$ cat src/rtl/packet_dispatcher.sv
// packet_dispatcher
//
// Ingress stage ahead of the classifier. Incoming 5-tuple headers are queued in a
// FIFO and issued to the classifier one at a time with a single-cycle
// cls_input_is_valid pulse. Each lookup is timed from issue until the classifier
// reports idle again; the result carries a 16-bit sequence tag and the latency.
// A watchdog abandons lookups that do not complete within TIMEOUT_CYCLES.
//
// Ports
//   clk, reset              : clock, asynchronous active-high reset
//   in_valid / in_ready     : upstream header handshake (in_ready = !full)
//   in_src_ip .. in_protocol: header fields (32/32/16/16/8 bits)
//   cls_input_is_valid      : one-cycle issue pulse to the classifier
//   cls_src_ip .. cls_protocol : registered header, stable between issues
//   cls_ready_to_process    : classifier idle flag
//   done_valid / done_seq / done_cycles : completion pulse, tag and latency
//   timeout                 : one-cycle watchdog pulse
//   fifo_count              : current FIFO occupancy

module packet_dispatcher #(
  parameter int unsigned DEPTH          = 16,
  parameter int unsigned TIMEOUT_CYCLES = 4096
) (
  input  logic                     clk,
  input  logic                     reset,
  input  logic                     in_valid,
  output logic                     in_ready,
  input  logic [31:0]              in_src_ip,
  input  logic [31:0]              in_dst_ip,
  input  logic [15:0]              in_src_port,
  input  logic [15:0]              in_dst_port,
  input  logic [7:0]               in_protocol,
  output logic                     cls_input_is_valid,
  output logic [31:0]              cls_src_ip,
  output logic [31:0]              cls_dst_ip,
  output logic [15:0]              cls_src_port,
  output logic [15:0]              cls_dst_port,
  output logic [7:0]               cls_protocol,
  input  logic                     cls_ready_to_process,
  output logic                     done_valid,
  output logic [15:0]              done_seq,
  output logic [31:0]              done_cycles,
  output logic                     timeout,
  output logic [$clog2(DEPTH):0]   fifo_count
);

  localparam int unsigned AW = $clog2(DEPTH);
  localparam int unsigned CW = AW + 1;
  localparam int unsigned HW = 104;

  typedef enum logic [2:0] {
    StIdle,
    StIssue,
    StWaitBusy,
    StWaitDone,
    StDone,
    StTimeout
  } state_e;

  // ---------------------------------------------------------------------------
  // FIFO
  // ---------------------------------------------------------------------------
  logic [HW-1:0] mem_q [DEPTH];
  logic [AW-1:0] wr_ptr_q, wr_ptr_d;
  logic [AW-1:0] rd_ptr_q, rd_ptr_d;
  logic [CW-1:0] count_q, count_d;
  logic          push;
  logic          pop;
  logic [HW-1:0] in_hdr;

  assign in_hdr   = {in_src_ip, in_dst_ip, in_src_port, in_dst_port, in_protocol};
  assign in_ready = (count_q != CW'(DEPTH));
  assign push     = in_valid && in_ready;

  always_comb begin
    wr_ptr_d = wr_ptr_q;
    rd_ptr_d = rd_ptr_q;
    count_d  = count_q;
    // Pointers are AW bits wide so they wrap modulo DEPTH on their own.
    if (push) begin
      wr_ptr_d = wr_ptr_q + AW'(1);
    end
    if (pop) begin
      rd_ptr_d = rd_ptr_q + AW'(1);
    end
    count_d = count_q + CW'(push) - CW'(pop);
  end

  always_ff @(posedge clk or posedge reset) begin
    if (reset) begin
      wr_ptr_q <= '0;
      rd_ptr_q <= '0;
      count_q  <= '0;
    end else begin
      wr_ptr_q <= wr_ptr_d;
      rd_ptr_q <= rd_ptr_d;
      count_q  <= count_d;
    end
  end

  // Storage needs no reset: an entry is only read after it has been written.
  always_ff @(posedge clk) begin
    if (push) begin
      mem_q[wr_ptr_q] <= in_hdr;
    end
  end

  assign fifo_count = count_q;

  // ---------------------------------------------------------------------------
  // Issue / completion FSM
  // ---------------------------------------------------------------------------
  state_e        state_q, state_d;
  logic [31:0]   lat_q, lat_d;
  logic [15:0]   seq_q, seq_d;
  logic [15:0]   done_seq_q, done_seq_d;
  logic [31:0]   done_cycles_q, done_cycles_d;
  logic [HW-1:0] cls_hdr_q, cls_hdr_d;
  logic [31:0]   lat_inc;
  logic          lat_hit;

  // Saturating increment; the watchdog fires long before saturation in practice.
  assign lat_inc = (lat_q == '1) ? lat_q : lat_q + 32'd1;
  assign lat_hit = (lat_q == 32'(TIMEOUT_CYCLES));

  always_comb begin
    state_d       = state_q;
    lat_d         = lat_q;
    seq_d         = seq_q;
    done_seq_d    = done_seq_q;
    done_cycles_d = done_cycles_q;
    cls_hdr_d     = cls_hdr_q;
    pop           = 1'b0;

    case (state_q)
      StIdle: begin
        if ((count_q != '0) && cls_ready_to_process) begin
          pop       = 1'b1;
          cls_hdr_d = mem_q[rd_ptr_q];
          lat_d     = '0;
          state_d   = StIssue;
        end
      end

      StIssue: begin
        lat_d   = lat_inc;
        state_d = StWaitBusy;
      end

      // Wait for the classifier to acknowledge by dropping its ready flag.
      StWaitBusy: begin
        if (lat_hit) begin
          state_d = StTimeout;
        end else begin
          lat_d = lat_inc;
          if (!cls_ready_to_process) begin
            state_d = StWaitDone;
          end
        end
      end

      // Ready returning high marks the end of the lookup.
      StWaitDone: begin
        if (lat_hit) begin
          state_d = StTimeout;
        end else if (cls_ready_to_process) begin
          done_cycles_d = lat_q;
          done_seq_d    = seq_q;
          state_d       = StDone;
        end else begin
          lat_d = lat_inc;
        end
      end

      StDone: begin
        seq_d   = seq_q + 16'd1;
        state_d = StIdle;
      end

      // An abandoned lookup still consumes its sequence tag.
      StTimeout: begin
        seq_d   = seq_q + 16'd1;
        state_d = StIdle;
      end

      default: begin
        state_d = StIdle;
      end
    endcase
  end

  always_ff @(posedge clk or posedge reset) begin
    if (reset) begin
      state_q       <= StIdle;
      lat_q         <= '0;
      seq_q         <= '0;
      done_seq_q    <= '0;
      done_cycles_q <= '0;
      cls_hdr_q     <= '0;
    end else begin
      state_q       <= state_d;
      lat_q         <= lat_d;
      seq_q         <= seq_d;
      done_seq_q    <= done_seq_d;
      done_cycles_q <= done_cycles_d;
      cls_hdr_q     <= cls_hdr_d;
    end
  end

  // ---------------------------------------------------------------------------
  // Outputs: pulses are decodes of the registered state, so each lasts exactly
  // one cycle and the issue pulse cannot repeat back to back.
  // ---------------------------------------------------------------------------
  assign cls_input_is_valid = (state_q == StIssue);
  assign done_valid         = (state_q == StDone);
  assign timeout            = (state_q == StTimeout);
  assign done_seq           = done_seq_q;
  assign done_cycles        = done_cycles_q;

  assign cls_src_ip   = cls_hdr_q[103:72];
  assign cls_dst_ip   = cls_hdr_q[71:40];
  assign cls_src_port = cls_hdr_q[39:24];
  assign cls_dst_port = cls_hdr_q[23:8];
  assign cls_protocol = cls_hdr_q[7:0];

endmodule

$ cat config.mk
export PLATFORM = sky130hd
export DESIGN_NAME = packet_dispatcher
export DESIGN_NICKNAME = d
export VERILOG_FILES = /design/src/rtl/packet_dispatcher.sv
export SDC_FILE = /design/constraint.sdc
export NUM_CORES = 2
export LEC_CHECK = 0
export ABC_AREA = 0
export CAP_MARGIN = 10
export CORE_MARGIN = 1.5
export CORE_UTILIZATION = 35
export CTS_CLUSTER_SIZE = 40
export DETAILED_ROUTE_END_ITERATION = 6
export GPL_ROUTABILITY_DRIVEN = 0
export PLACE_DENSITY = 0.52
export SETUP_SLACK_MARGIN = 0.3
export SYNTH_ARGS = -nofsm -noshare
export SYNTH_HDL_FRONTEND = slang
export SYNTH_SLANG_ARGS = --single-unit
$ cat constraint.sdc
create_clock -name clk -period 8.6 [get_ports clk]
set_input_delay 1.72 -clock clk [delete_from_list [all_inputs] [get_ports clk]]
set_output_delay 1.72 -clock clk [all_outputs]
set_load 0.03 [all_outputs]
==> flow_metrics.env <==
export IMPL_initial_utilization_pct=35.2
export IMPL_slew_headroom_pct=25.3
export IMPL_grt_overflow=0
export IMPL_synth_edf_count=1664
export IMPL_slew_violations=0
export IMPL_arrival_ps=2950
export IMPL_worst_pin_slew_ps=1120
export IMPL_crit_end="cls_input_is_valid"
export IMPL_first_pass_iters=5
export IMPL_core_area_mm2=0.205
export IMPL_cap_viol_max_count=0
export IMPL_switching_share_pct=31.0
export IMPL_pwr_share_comb_pct=27.5
export IMPL_synth_seq_cells=1880
export IMPL_reg2reg_slack_ps=4630
export IMPL_yosysWarnings=0
export IMPL_cts_made_buffers=195
export IMPL_clock_latency_ps=830
export IMPL_final_util_pct=41.1
export IMPL_drt_total_wl_um=179000
export IMPL_r2r_start="fifo_count[2]"
export IMPL_cts_sinks=1880
export IMPL_cts_setup_buffers=0
export IMPL_use_met3_pct=3.55
export IMPL_seq_area_frac_synth_pct=76.9
export IMPL_syn_nets=3687
export IMPL_vias=35200
export IMPL_cts_hold_buf=0
export IMPL_post_place_ws_ps=3480
export IMPL_worstReg2RegEnd="cls_hdr_q[2]"
export IMPL_use_met1_pct=23.2
export IMPL_p_seq_share_pct=42.7
export IMPL_setup_ws_ps=3930
export IMPL_grt_pass1_vias=36700
export IMPL_route_detailed_drc=0
export IMPL_synth_area_mm2=0.0720
export IMPL_fp_dieH_um=456
export IMPL_async_flop_share_pct=11.5
export IMPL_rsz0062_at_grt="no"
export IMPL_cts_resized=0
export IMPL_status="finished, final reports clean"
export IMPL_hold_viol=0
export IMPL_cts_htree_levels=4
export IMPL_drive_above_1_share_pct=20.4
export IMPL_ys_types=47
export IMPL_antenna_found_initial=27
export IMPL_reg2reg_depth=8
export IMPL_rows=166
export IMPL_port_buffers=268
export IMPL_grt_usage_pct=17.1
export IMPL_drt_iter0_markers=2773
export IMPL_cts_root_buffer="clkbuf_16"
export IMPL_cts_tree="done"
export IMPL_grt_busiest_layer="met2"
export IMPL_ant_nets=0
export IMPL_total_power_w=0.0273
export IMPL_crit_start="state_q[1]"
export IMPL_timing_final_crit_share_pct=54.3
export IMPL_critPathMaxFanout=28
export IMPL_p_int_w=0.0188
export IMPL_setup_viol_count_final=0
export IMPL_fin_crit_ps=4670
export IMPL_max_vdd_ir_drop_mv=0.279
export IMPL_cts_path_max_buffers=3
export IMPL_viasPerCell=5.22
export IMPL_fin_skew_ps=49.8
export IMPL_nets=4012
export IMPL_postSynthCellCount=3564
export IMPL_power_switching_w=0.00846
export IMPL_gr_usage_met2_pct=28.2
export IMPL_crit_type="reg -> out"
export IMPL_pwr_density_cell_mw_per_mm2=325
export IMPL_dp_hpwl_um=92600
export IMPL_whs_ps=473
export IMPL_syn_to_final_growth_pct=16.9
export IMPL_clkTransAtPathRegs_ps=60
export IMPL_routedWlPerCell_um=26.5
export IMPL_p_clk_share_pct=29.8
export IMPL_fin_tns_setup_ps=0
export IMPL_worst_ep_required_time_ps=6880
export IMPL_worstHoldPathType="reg -> reg"
export IMPL_synth_ff_type="edfxtp_1"
export IMPL_die_area_mm2=0.208
export IMPL_grt_max_degree=127
export IMPL_startpoint_type="register"
export IMPL_grt_pass1_wl_um=262000
export IMPL_power_leakage_nw=27.6
export IMPL_syn_area_per_cell_um2=20.2
export IMPL_io_pins=269
export IMPL_fmax_ghz=0.214
export IMPL_endpoint_kind="output port"
export IMPL_fp_dieW_um=456
[registers in the layout, indices dropped and copies added, names as in the netlist]
signal	count
cls_hdr_q	104
done_cycles	32
fifo_count	5
done_seq	16
seq_q	16
rd_ptr_q	4
state_q	3
mem_q	1664
wr_ptr_q	4
lat_q	32
[kinds of logic (layout without fill, tap and decap cells)]
logic type | count (synthesis) | count (layout) | share of synthesized area [%]
mux | 624 | 624 | 14.9
simple gates | 370 | 370 | 2.24
other cells | 0 | 5 | 0
buf+inv | 218 | 707 | 1.38
fa+ha+maj | 15 | 15 | 0.271
flops | 1880 | 1880 | 76.9
compound gates | 432 | 432 | 3.94
xor+xnor | 25 | 25 | 0.304
[through the flow]
step                      std cells  cell area [um^2]
final                          6746             84100
after floorplan                3564             72000
after global placement         6380             77900
after CTS                      6741             84100
after detailed placement       6380             77900
after global routing           6744             84100
[placed cells by master (no fill, tap or decap), types with 14 or more instances in the layout]
| cell type | Yosys | layout |
|---|---|---|
| buf_12 | 0 | 14 |
| buf_4 | 17 | 47 |
| nand2_1 | 236 | 235 |
| o21ai_0 | 101 | 101 |
| o221ai_1 | 57 | 57 |
| a21boi_0 | 57 | 57 |
| nand4_1 | 15 | 15 |
| inv_1 | 16 | 15 |
| xnor2_1 | 19 | 19 |
| a21oi_1 | 65 | 65 |
| mux2_2 | 104 | 104 |
| edfxtp_1 | 1664 | 1664 |
| nand3_1 | 17 | 17 |
| clkbuf_16 | 0 | 197 |
| clkinv_1 | 1 | 22 |
| o31ai_1 | 70 | 70 |
| clkbuf_8 | 0 | 35 |
| nor2_1 | 44 | 32 |
| clkinv_2 | 0 | 29 |
| mux4_2 | 349 | 349 |
| clkdlybuf4s50_1 | 0 | 268 |
| dfrtp_1 | 216 | 212 |
| clkbuf_1 | 110 | 58 |
| mux2i_1 | 171 | 171 |
| o22ai_1 | 58 | 58 |
| ha_1 | 14 | 14 |
[synth_stat cells (3+ instances only)]
library cell	instances	area share [%]
mux4_2	349	11
nor4_1	7	0.061
or3_1	3	0.026
ha_1	14	0.24
nand2b_1	12	0.10
mux2i_1	171	2.4
xor2_1	6	0.073
and3_1	7	0.061
nand4_1	15	0.13
nor2_1	44	0.23
o31ai_1	70	0.73
xnor2_1	19	0.23
nand3_1	17	0.12
o22ai_1	58	0.50
o21ai_0	101	0.70
clkbuf_1	110	0.57
buf_4	17	0.18
mux2_2	104	1.6
a31oi_1	9	0.078
nand2_1	236	1.2
and2_1	6	0.052
nor3_1	10	0.070
and4_1	5	0.061
a21boi_0	57	0.59
o41ai_1	7	0.085
buf_6	5	0.078
buf_1	16	0.083
buf_2	52	0.36
dfrtp_1	216	7.5
o221ai_1	57	0.69
a21oi_1	65	0.45
a21o_1	3	0.031
inv_1	16	0.083
edfxtp_1	1664	69
[cell type report]
class | count | area [um^2]
fillers | 17900 | 120000
flip-flops and latches | 1880 | 55400
multi-input cells | 1466 | 15800
clock buffers | 290 | 5630
well taps | 2688 | 3360
repair buffers | 329 | 3320
clock inverters | 71 | 593
inverters | 17 | 72.6
diodes | 5 | 12.5
[per-layer routing]
layer	up-vias	share of wire, %
li1	15200	-
met1	18800	44
met2	878	49
met3	267	5.5
met4	20	2.0
met5	-	0.076
[power groups by stage]
stage               combinational, W  sequential, W  clock (W)
finish                       0.00751         0.0117    0.00815
global route                 0.00810         0.0118    0.00870
floorplan                    0.00470         0.0121          0
global placement             0.00768         0.0119          0
detailed placement           0.00770         0.0119          0
CTS                          0.00772         0.0117    0.00835
[worst min-delay path by stage]
stage | startpoint | endpoint | slack (ps) | depth (start not counted)
after floorplan | seq_q[15] | seq_q[15] | 440 | 1
after global placement | cls_hdr_q[60] | cls_hdr_q[60] | 460 | 2
after detailed placement | cls_hdr_q[37] | cls_hdr_q[37] | 460 | 2
after CTS | cls_hdr_q[65] | cls_hdr_q[65] | 480 | 2
after global routing | cls_hdr_q[60] | cls_hdr_q[60] | 500 | 2
final | cls_hdr_q[65] | cls_hdr_q[65] | 470 | 2
[critical path: stages (launching register included)]
cell and delay, ps:
dfrtp_1 500, nor2_1 120, or2_2 520, nor2_1 260
clkdlybuf4s50_1 710
Power figures use the tool's default switching activity.
